**src/rtl/vip_seq_pkg.sv**
```systemverilog
// Shared types and constants for the video switch sequencer.
// Holds the sequencer state enum, default switch register addresses,
// the video packet type code and the one-hot select encoder.
package vip_seq_pkg;

  typedef enum logic [1:0] {
    S_GO,
    S_SEL,
    S_COMMIT,
    S_RUN
  } state_t;

  // Default register map of the switch control slave
  localparam int VIP_CTRL_ADDR   = 0;
  localparam int VIP_COMMIT_ADDR = 2;
  localparam int VIP_SEL_ADDR    = 4;

  // Packet type nibble carried on the SOP beat; 0 marks a video frame
  localparam logic [3:0] VIP_PKT_VIDEO = 4'h0;

  // Switch dout select value for input idx (bit idx set)
  function automatic logic [31:0] onehot_sel(input logic [1:0] idx);
    onehot_sel = 32'd1 << idx;
  endfunction

endpackage

```
**src/rtl/vip_seq_frame_detect.sv**
```systemverilog
// Purpose: turns the snooped switch dout stream into a one-cycle frame pulse.
// Latency: 1 cycle from the accepted video SOP beat to frame.
// Backpressure: none; passive tap, a beat counts only when valid & ready.
// Ports: clock/reset (sync, active-high); snoop_valid/ready/sop/data tap in;
//        frame out (registered pulse per video-frame SOP).
module vip_seq_frame_detect
  import vip_seq_pkg::*;
#(
  parameter int DATA_WIDTH = 24
) (
  input  logic                  clock,
  input  logic                  reset,
  input  logic                  snoop_valid,
  input  logic                  snoop_ready,
  input  logic                  snoop_sop,
  input  logic [DATA_WIDTH-1:0] snoop_data,
  output logic                  frame
);

  // Only the type nibble matters; the rest of the beat is pixel payload.
  logic unused_data;
  assign unused_data = ^snoop_data;

  always_ff @(posedge clock) begin
    if (reset) begin
      frame <= 1'b0;
    end else begin
      frame <= snoop_valid & snoop_ready & snoop_sop &
               (snoop_data[3:0] == VIP_PKT_VIDEO);
    end
  end

endmodule

```
**src/rtl/vip_switch_sequencer.sv**
```systemverilog
// Purpose: Avalon-MM master that programs the video switch, rotating inputs
//          every DWELL_FRAMES frames or holding a host-forced input.
// Latency: write sequence GO/SEL/COMMIT, one cycle each when not stalled;
//          a new input is chosen 1 cycle after the frame pulse.
// Backpressure: each write holds address/data until av_waitrequest is low.
// Ports: clock/reset (sync, active-high); snoop_* dout tap; manual_en/sel
//        host override; av_* master port; cur_input, switched, busy status.
// Option: VIP_SEQ_TIMEOUT_EN adds an idle counter that forces an advance
//         after TIMEOUT_CYC frameless cycles.
module vip_switch_sequencer
  import vip_seq_pkg::*;
#(
`ifdef VIP_SEQ_TIMEOUT_EN
  parameter int TIMEOUT_CYC  = 2**24,
`endif
  parameter int NUM_INPUTS   = 2,
  parameter int DWELL_FRAMES = 60,
  parameter int DATA_WIDTH   = 24,
  parameter int CTRL_ADDR    = VIP_CTRL_ADDR,
  parameter int COMMIT_ADDR  = VIP_COMMIT_ADDR,
  parameter int SEL_ADDR     = VIP_SEL_ADDR
) (
  input  logic                  clock,
  input  logic                  reset,
  input  logic                  snoop_valid,
  input  logic                  snoop_ready,
  input  logic                  snoop_sop,
  input  logic [DATA_WIDTH-1:0] snoop_data,
  input  logic                  manual_en,
  input  logic [1:0]            manual_sel,
  output logic [4:0]            av_address,
  output logic                  av_write,
  output logic [31:0]           av_writedata,
  input  logic                  av_waitrequest,
  output logic [1:0]            cur_input,
  output logic                  switched,
  output logic                  busy
);

  localparam int CNT_W = $clog2(DWELL_FRAMES + 1);

  state_t           state, state_next;
  logic [CNT_W-1:0] frame_cnt;
  logic [1:0]       target;
  logic [1:0]       msel;
  logic [1:0]       next_input;
  logic             frame;
  logic             run;
  logic             dwell_hit;
  logic             timeout_hit;
  logic             manual_go;
  logic             auto_go;
  logic             commit_done;

  vip_seq_frame_detect #(
    .DATA_WIDTH (DATA_WIDTH)
  ) u_frame_detect (
    .clock       (clock),
    .reset       (reset),
    .snoop_valid (snoop_valid),
    .snoop_ready (snoop_ready),
    .snoop_sop   (snoop_sop),
    .snoop_data  (snoop_data),
    .frame       (frame)
  );

  // Out-of-range manual selections fall back to input 0.
  assign msel       = ({1'b0, manual_sel} < 3'(NUM_INPUTS)) ? manual_sel : 2'd0;
  assign next_input = (cur_input == 2'(NUM_INPUTS - 1)) ? 2'd0 : cur_input + 2'd1;

  assign run       = (state == S_RUN);
  assign dwell_hit = frame & (frame_cnt == CNT_W'(DWELL_FRAMES - 1));
  // Manual override takes priority and also suppresses dwell/timeout advances.
  assign manual_go = run & manual_en & (msel != cur_input);
  assign auto_go   = run & ~manual_en & (dwell_hit | timeout_hit);

`ifdef VIP_SEQ_TIMEOUT_EN
  localparam int IDLE_W = $clog2(TIMEOUT_CYC + 1);
  logic [IDLE_W-1:0] idle_cnt;

  assign timeout_hit = run & (idle_cnt == IDLE_W'(TIMEOUT_CYC - 1));

  // Saturates at the limit so a held manual override cannot wrap it.
  always_ff @(posedge clock) begin
    if (reset || !run || frame) begin
      idle_cnt <= '0;
    end else if (!timeout_hit) begin
      idle_cnt <= idle_cnt + IDLE_W'(1);
    end
  end
`else
  assign timeout_hit = 1'b0;
`endif

  // Write strobe is gated by reset so it drops in the cycle reset is sampled.
  always_comb begin
    state_next   = state;
    av_write     = 1'b0;
    av_address   = 5'd0;
    av_writedata = 32'd0;
    case (state)
      S_GO: begin
        av_write     = 1'b1;
        av_address   = 5'(CTRL_ADDR);
        av_writedata = 32'd1;
        if (!av_waitrequest) state_next = S_SEL;
      end
      S_SEL: begin
        av_write     = 1'b1;
        av_address   = 5'(SEL_ADDR);
        av_writedata = onehot_sel(target);
        if (!av_waitrequest) state_next = S_COMMIT;
      end
      S_COMMIT: begin
        av_write     = 1'b1;
        av_address   = 5'(COMMIT_ADDR);
        av_writedata = 32'd1;
        if (!av_waitrequest) state_next = S_RUN;
      end
      S_RUN: begin
        if (manual_go || auto_go) state_next = S_SEL;
      end
      default: state_next = S_GO;
    endcase
    if (reset) av_write = 1'b0;
  end

  assign commit_done = (state == S_COMMIT) & av_write & ~av_waitrequest;

  always_ff @(posedge clock) begin
    if (reset) begin
      state     <= S_GO;
      frame_cnt <= '0;
      target    <= 2'd0;
      cur_input <= 2'd0;
      switched  <= 1'b0;
      busy      <= 1'b1;
    end else begin
      state    <= state_next;
      switched <= 1'b0;
      if (commit_done) begin
        cur_input <= target;
        switched  <= 1'b1;
        frame_cnt <= '0;
        busy      <= 1'b0;
      end
      // Frames are only counted in S_RUN; a held manual_en parks the count at 0.
      if (manual_go) begin
        target    <= msel;
        busy      <= 1'b1;
        frame_cnt <= '0;
      end else if (auto_go) begin
        target    <= next_input;
        busy      <= 1'b1;
        frame_cnt <= '0;
      end else if (run && manual_en) begin
        frame_cnt <= '0;
      end else if (run && frame) begin
        frame_cnt <= frame_cnt + CNT_W'(1);
      end
    end
  end

endmodule

```
**config.mk**
```make
export PLATFORM = sky130hd
export DESIGN_NAME = vip_switch_sequencer
export DESIGN_NICKNAME = d
export VERILOG_FILES = /design/src/rtl/vip_seq_pkg.sv /design/src/rtl/vip_seq_frame_detect.sv /design/src/rtl/vip_switch_sequencer.sv
export SDC_FILE = /design/constraint.sdc
export NUM_CORES = 1
export LEC_CHECK = 0
export ABC_AREA = 1
export CAP_MARGIN = 0
export CORE_ASPECT_RATIO = 0.6
export CORE_MARGIN = 3
export CORE_UTILIZATION = 35
export CTS_CLUSTER_DIAMETER = 100
export DETAILED_ROUTE_END_ITERATION = 8
export PLACE_DENSITY = 0.81
export REMOVE_ABC_BUFFERS = 1
export SYNTH_ARGS = -nofsm -noshare
export SYNTH_HDL_FRONTEND = slang
export SYNTH_SLANG_ARGS = --single-unit
export TNS_END_PERCENT = 10
```
**constraint.sdc**
```tcl
create_clock -name clock -period 1.85 [get_ports clock]
set_input_delay 0.37 -clock clock [delete_from_list [all_inputs] [get_ports clock]]
set_output_delay 0.37 -clock clock [all_outputs]
set_load 0.02 [all_outputs]
```
==> Word level (Yosys, flattened, before mapping) <==
Cells that the tools add are included.
{ "classes": {"shift": 1, "n_addsub": 2, "reduce_logical": 12, "mux": 16, "order_cmp": 1, "eq_ne": 10, "n_bitwise": 12} }
{ "ops": {"columns": ["op", "n"], "rows": [
  ["$pmux W32 S2", 1],
  ["$shl A1 B2 Y32 const A", 1],
  ["$mux W2", 8],
  ["$mux W6", 2],
  ["$and A1 B1 Y1", 10],
  ["$pmux W2 S4", 1],
  ["$add A6 B1 Y6 const B", 1],
  ["$eq A6 B6 Y1 const B", 1],
  ["$ne A2 B2 Y1 const B", 3],
  ["$pmux W3 S2", 1],
  ["$reduce_or A3 Y1", 2],
  ["$eq A2 B1 Y1 const B", 2],
  ["$eq A2 B2 Y1 const B", 2],
  ["$logic_not A4 Y1", 1],
  ["$reduce_and A4 Y1", 1],
  ["$reduce_bool A2 Y1", 2],
  ["$reduce_or A4 Y1", 1],
  ["$mux W1", 3],
  ["$add A2 B1 Y2 const B", 1],
  ["$logic_and A1 B1 Y1", 2],
  ["$logic_not A2 Y1", 1],
  ["$lt A2 B2 Y1 const B", 1],
  ["$ne A2 B1 Y1 const B", 1],
  ["$ne A2 B2 Y1", 1],
  ["other kinds (3)", 4]
]} }
{ "word_totals": {"regBits": 15, "input_bits": 33, "word_cells": 61, "out_inout_bits": 42} }

==> Depth between registers and ports, before layout <==
{ "depth": {"word_depth": 8, "depth_mapped": 9, "mapped_depth_nobuf": 9} }

==> By module <==
A second synthesis with hierarchy kept.
{ "hier_totals": {"hier_cells": 156, "area_unflattened_um2": 1171.1} }
{ "by_module_without_submodules": {"columns": ["module", "cells_per_inst", "instances", "seq_area_each_um2", "area_per_inst_um2"], "rows": [
  ["vip_switch_sequencer", 146, 1, 280.3, 1114.8],
  ["vip_seq_frame_detect", 10, 1, 20.0, 56.3]
]} }

==> Least setup slack after synthesis <==
No wires, ideal clock.
{ "synth_timing": {"path_type": "reg2out", "start": "reg state[1]", "end": "out av_writedata[2]", "stages_incl_launch_ff": 5, "n_path_buf": 0, "setup_slack_ns": 0.000, "t_arrival_ns": 1.480, "t_required_ns": 1.480, "path_cell_list": "dfxtp_1 -> inv_1 -> ha_1 -> inv_1 -> nor4_1"} }
{ "synth_between": {"elab_chain_len": 3, "elab_cells_between_ends": 5, "classes_between": "eq/ne (2); mux (1); reduce/logical (2)"} }
{ "synth_rtl": {"columns": ["item", "line", "source"], "rows": [
  ["from (decl)", "vip_switch_sequencer.sv:42", "state_t state, state_next;"],
  ["from (signal assigned)", "vip_switch_sequencer.sv:139", "state <= state_next;"],
  ["$eq A2 B2 Y1 / $logic_not A2 Y1 (equally long branches)", "vip_switch_sequencer.sv:101", "case (state)"],
  ["$reduce_or A2 Y1 (no source line)", null, null],
  ["$pmux W32 S2 (*)", "vip_switch_sequencer.sv:101", null],
  ["to (decl)", "vip_switch_sequencer.sv:33", "output logic [31:0] av_writedata,"]
]} }
Mark *: on every way between the ends. The rest lies on a longest branch, timed or not.

==> Worst setup path after layout <==
{ "layout_timing": {"start": "reg state[0]", "end": "out av_writedata[0]"} }
The elaborated chain is that of the path after synthesis.

==> impl_metrics.json <==
{
  "status": "finished, final reports clean",
  "clk_path_buf_depth": 2,
  "worst-path-max-fanout": 3,
  "ant_nets": 0,
  "start_kind": "flop",
  "worstHoldPathType": "reg2reg",
  "diodes": 0,
  "fmax_ghz": 0.5418,
  "io-pin-count": 75,
  "cp_slowest_cell": "dfxtp_2",
  "syn_area_per_cell_sq_um": 7.280,
  "die_w_um": 77.87,
  "p_per_area_mw_per_mm2": 884.5,
  "critical-path-top-delay-family": "simple AND/OR/NAND/NOR gates",
  "multiInputGateArea_sq_um": 605.6,
  "nFillCells": 290,
  "ys_warn_count": 0,
  "port_buffers": 23,
  "grt_pass1_wl_mm": 3.525,
  "core.rowCount": 14,
  "fin_crit_ns": 1.846,
  "ff_latch_area_sq_um": 302.8,
  "rsz0062_at_grt": "yes",
  "hold_ws_ns": 0.4601,
  "synth_cells": 149,
  "max-vdd-ir-drop_v": 0.0005297,
  "grt_overflow_total": 0,
  "end_kind": "primary output",
  "clk_pin_slew_ns": 0.06,
  "path_buf_inv": 2,
  "ys_seq_area_share_pct": 27.68,
  "syn_area_sq_mm": 0.001085,
  "drv_cap": 0,
  "routed_wl_mm": 2.137,
  "grt_pass1_vias": 760,
  "min_period_over_period_pct": 99.77,
  "cts_tree": "yes",
  "htreeDepth": 1,
  "initial_utilization_pct": 39.95,
  "routed-via-count": 911,
  "grt_use_total_pct": 11.03,
  "drt_iter0_drc": 62,
  "crit_required_ns": 1.48,
  "drive_gt1_share_pct": 17.30,
  "place.gp.congestion": 0.8730,
  "finalHoldViolCount": 0,
  "cts_hold_buffers": 0,
  "slowest_delay_ns": 0.32,
  "die_h_um": 49.13,
  "crit_type": "reg2out",
  "nets": 227,
  "setup-violations-final": 0,
  "crit_chain": "inv_1 -> ha_1 -> or2_2 -> a31oi_1 -> nor2_1 -> buf_2",
  "yosys.cell_types.count": 25,
  "drc_errors": 0,
  "cts_resized": 22,
  "via_per_inst": 4.049,
  "skew_ns": 0.001751,
  "drv_slew": 0,
  "antenna_found_initial": 0,
  "synth-seq-cells": 15,
  "avgRoutedWirePerCell_um": 9.498,
  "hpwlAfterDp_mm": 1.802,
  "fin_util_pct": 49.72,
  "cp.arrival_ns": 1.48,
  "numCtsBuffers": 3,
  "clock_latency_ns": 0.24,
  "p_leak_nw": 0.6453,
  "syn2layout_area_growth_pct": 24.45,
  "cts_setup_buffers": 0,
  "core_sq_mm": 0.002715,
  "cts_root_buf": "clkbuf_8",
  "die-area_sq_mm": 0.003825,
  "firstDrtPassIters": 4,
  "cts_sinks": 15,
  "grt_start_max_net_pins": 9
}
==> per-stage QoR <==
step	TNS [ns]	power, mW	std cells	area [sq um]	worst slack (ns)
global placement	-0.4762	0.9563	221	1320	-0.1388
global route	-0.1011	1.286	225	1350	-0.09126
detailed placement	-0.5570	0.9647	221	1320	-0.1502
finish	0	1.194	225	1350	0.004201
CTS	-0.02474	1.198	225	1350	-0.02474
floorplan	-0.0003979	0.7091	148	964.7	-0.0001990
==> path summary, 6_finish.rpt <==
path | from | end | slack, ns | cells past startpoint
min | busy | busy | 0.46 | 2
max | state[0] | av_writedata[0] | 0.004 | 6
max reg2reg | state[0] | frame_cnt[2] | 0.19 | 10
min reg2reg | busy | busy | 0.46 | 2
==> cell usage after synthesis <==
cell      number  area [sq um]
nand3_1        6         30.03
or2_2          3         18.77
dfxtp_1       15         300.3
nand2_2        3         18.77
nor4_1         3         18.77
ha_1           8         100.1
nand2_1       27         101.4
a31oi_1        1         6.260
conb_1         1         3.750
nand4_1        1         6.260
a21oi_1        8         40.04
o21bai_1       1         7.510
nor2_1         9         33.78
or2_1          1         6.260
o211ai_1       2         15.01
nand4_2        1         12.51
buf_4         31         232.7
o21ai_2        1         8.760
o21ai_0        3         15.01
a32oi_1        1         8.760
nor3_1         1         5.000
nor2_4         1         11.26
nor2_2         1         6.260
inv_1         18         67.56
o21ai_1        2         10.01
==> cell families after synthesis <==
family,count (synthesis),synth area share (%)
adders and majority gates,8,9.228
and+or+nand+nor,57,24.80
DFF,15,27.68
AOI/OAI and AO/OA,19,10.27
other,1,0.3457
buffers and inverters,49,27.68
==> worst register-to-register path, stage by stage (launching register included) <==
cell and delay (ns):
dfxtp_2 0.31, buf_4 0.14, ha_1 0.23, buf_4 0.15, nor2_1 0.12, buf_4 0.12
nand2_2 0.10, nand2_1 0.08, inv_1 0.09, a32oi_1 0.16, nor2_1 0.05
==> cell usage in the layout, fill, tap and decap left out, drive strengths merged, types with 2 or more instances in the layout <==
master         instances
clkbuf                 5
nand4                  2
o211ai                 2
buf                   14
nand2                 30
nor4                   3
clkdlybuf4s50         16
nor2                  11
conb                  31
inv                   18
nand3                  6
dfxtp                 15
ha                     8
or2                    4
o21ai                  6
a21oi                  8
==> flip-flops by register name, indices dropped and copies added, names as in the netlist <==
name                  cells
switched                  1
busy                      1
target                    2
frame_cnt                 6
state                     2
cur_input                 2
u_frame_detect.frame      1
==> final cells by class <==
| cell class | count | area share [%] |
|---|---|---|
| multi-input cells | 115 | 44.86 |
| flip-flops and latches | 15 | 22.43 |
| repair buffers | 33 | 20.67 |
| inverters | 18 | 5.005 |
| well taps | 40 | 3.707 |
| clock buffers | 4 | 3.336 |
==> where the power goes <==
| group | internal (mW) | switching [mW] | total, mW |
|---|---|---|---|
| combinational | 0.237 | 0.324 | 0.561 |
| clock | 0.152 | 0.106 | 0.258 |
| sequential | 0.354 | 0.0199 | 0.374 |
| total | 0.744 | 0.450 | 1.19 |
==> metal layers <==
layer	part of all wire (%)	wire [um]	track usage [%]	vias up
li1	-	-	-	484
met1	49	1042	15.74	395
met2	44	934	16.05	32
met3	7.5	160	4.428	0
met4	0	0	0.8876	0
met5	0	0	0	-
Note: power is estimated with default switching activity, not from simulation.
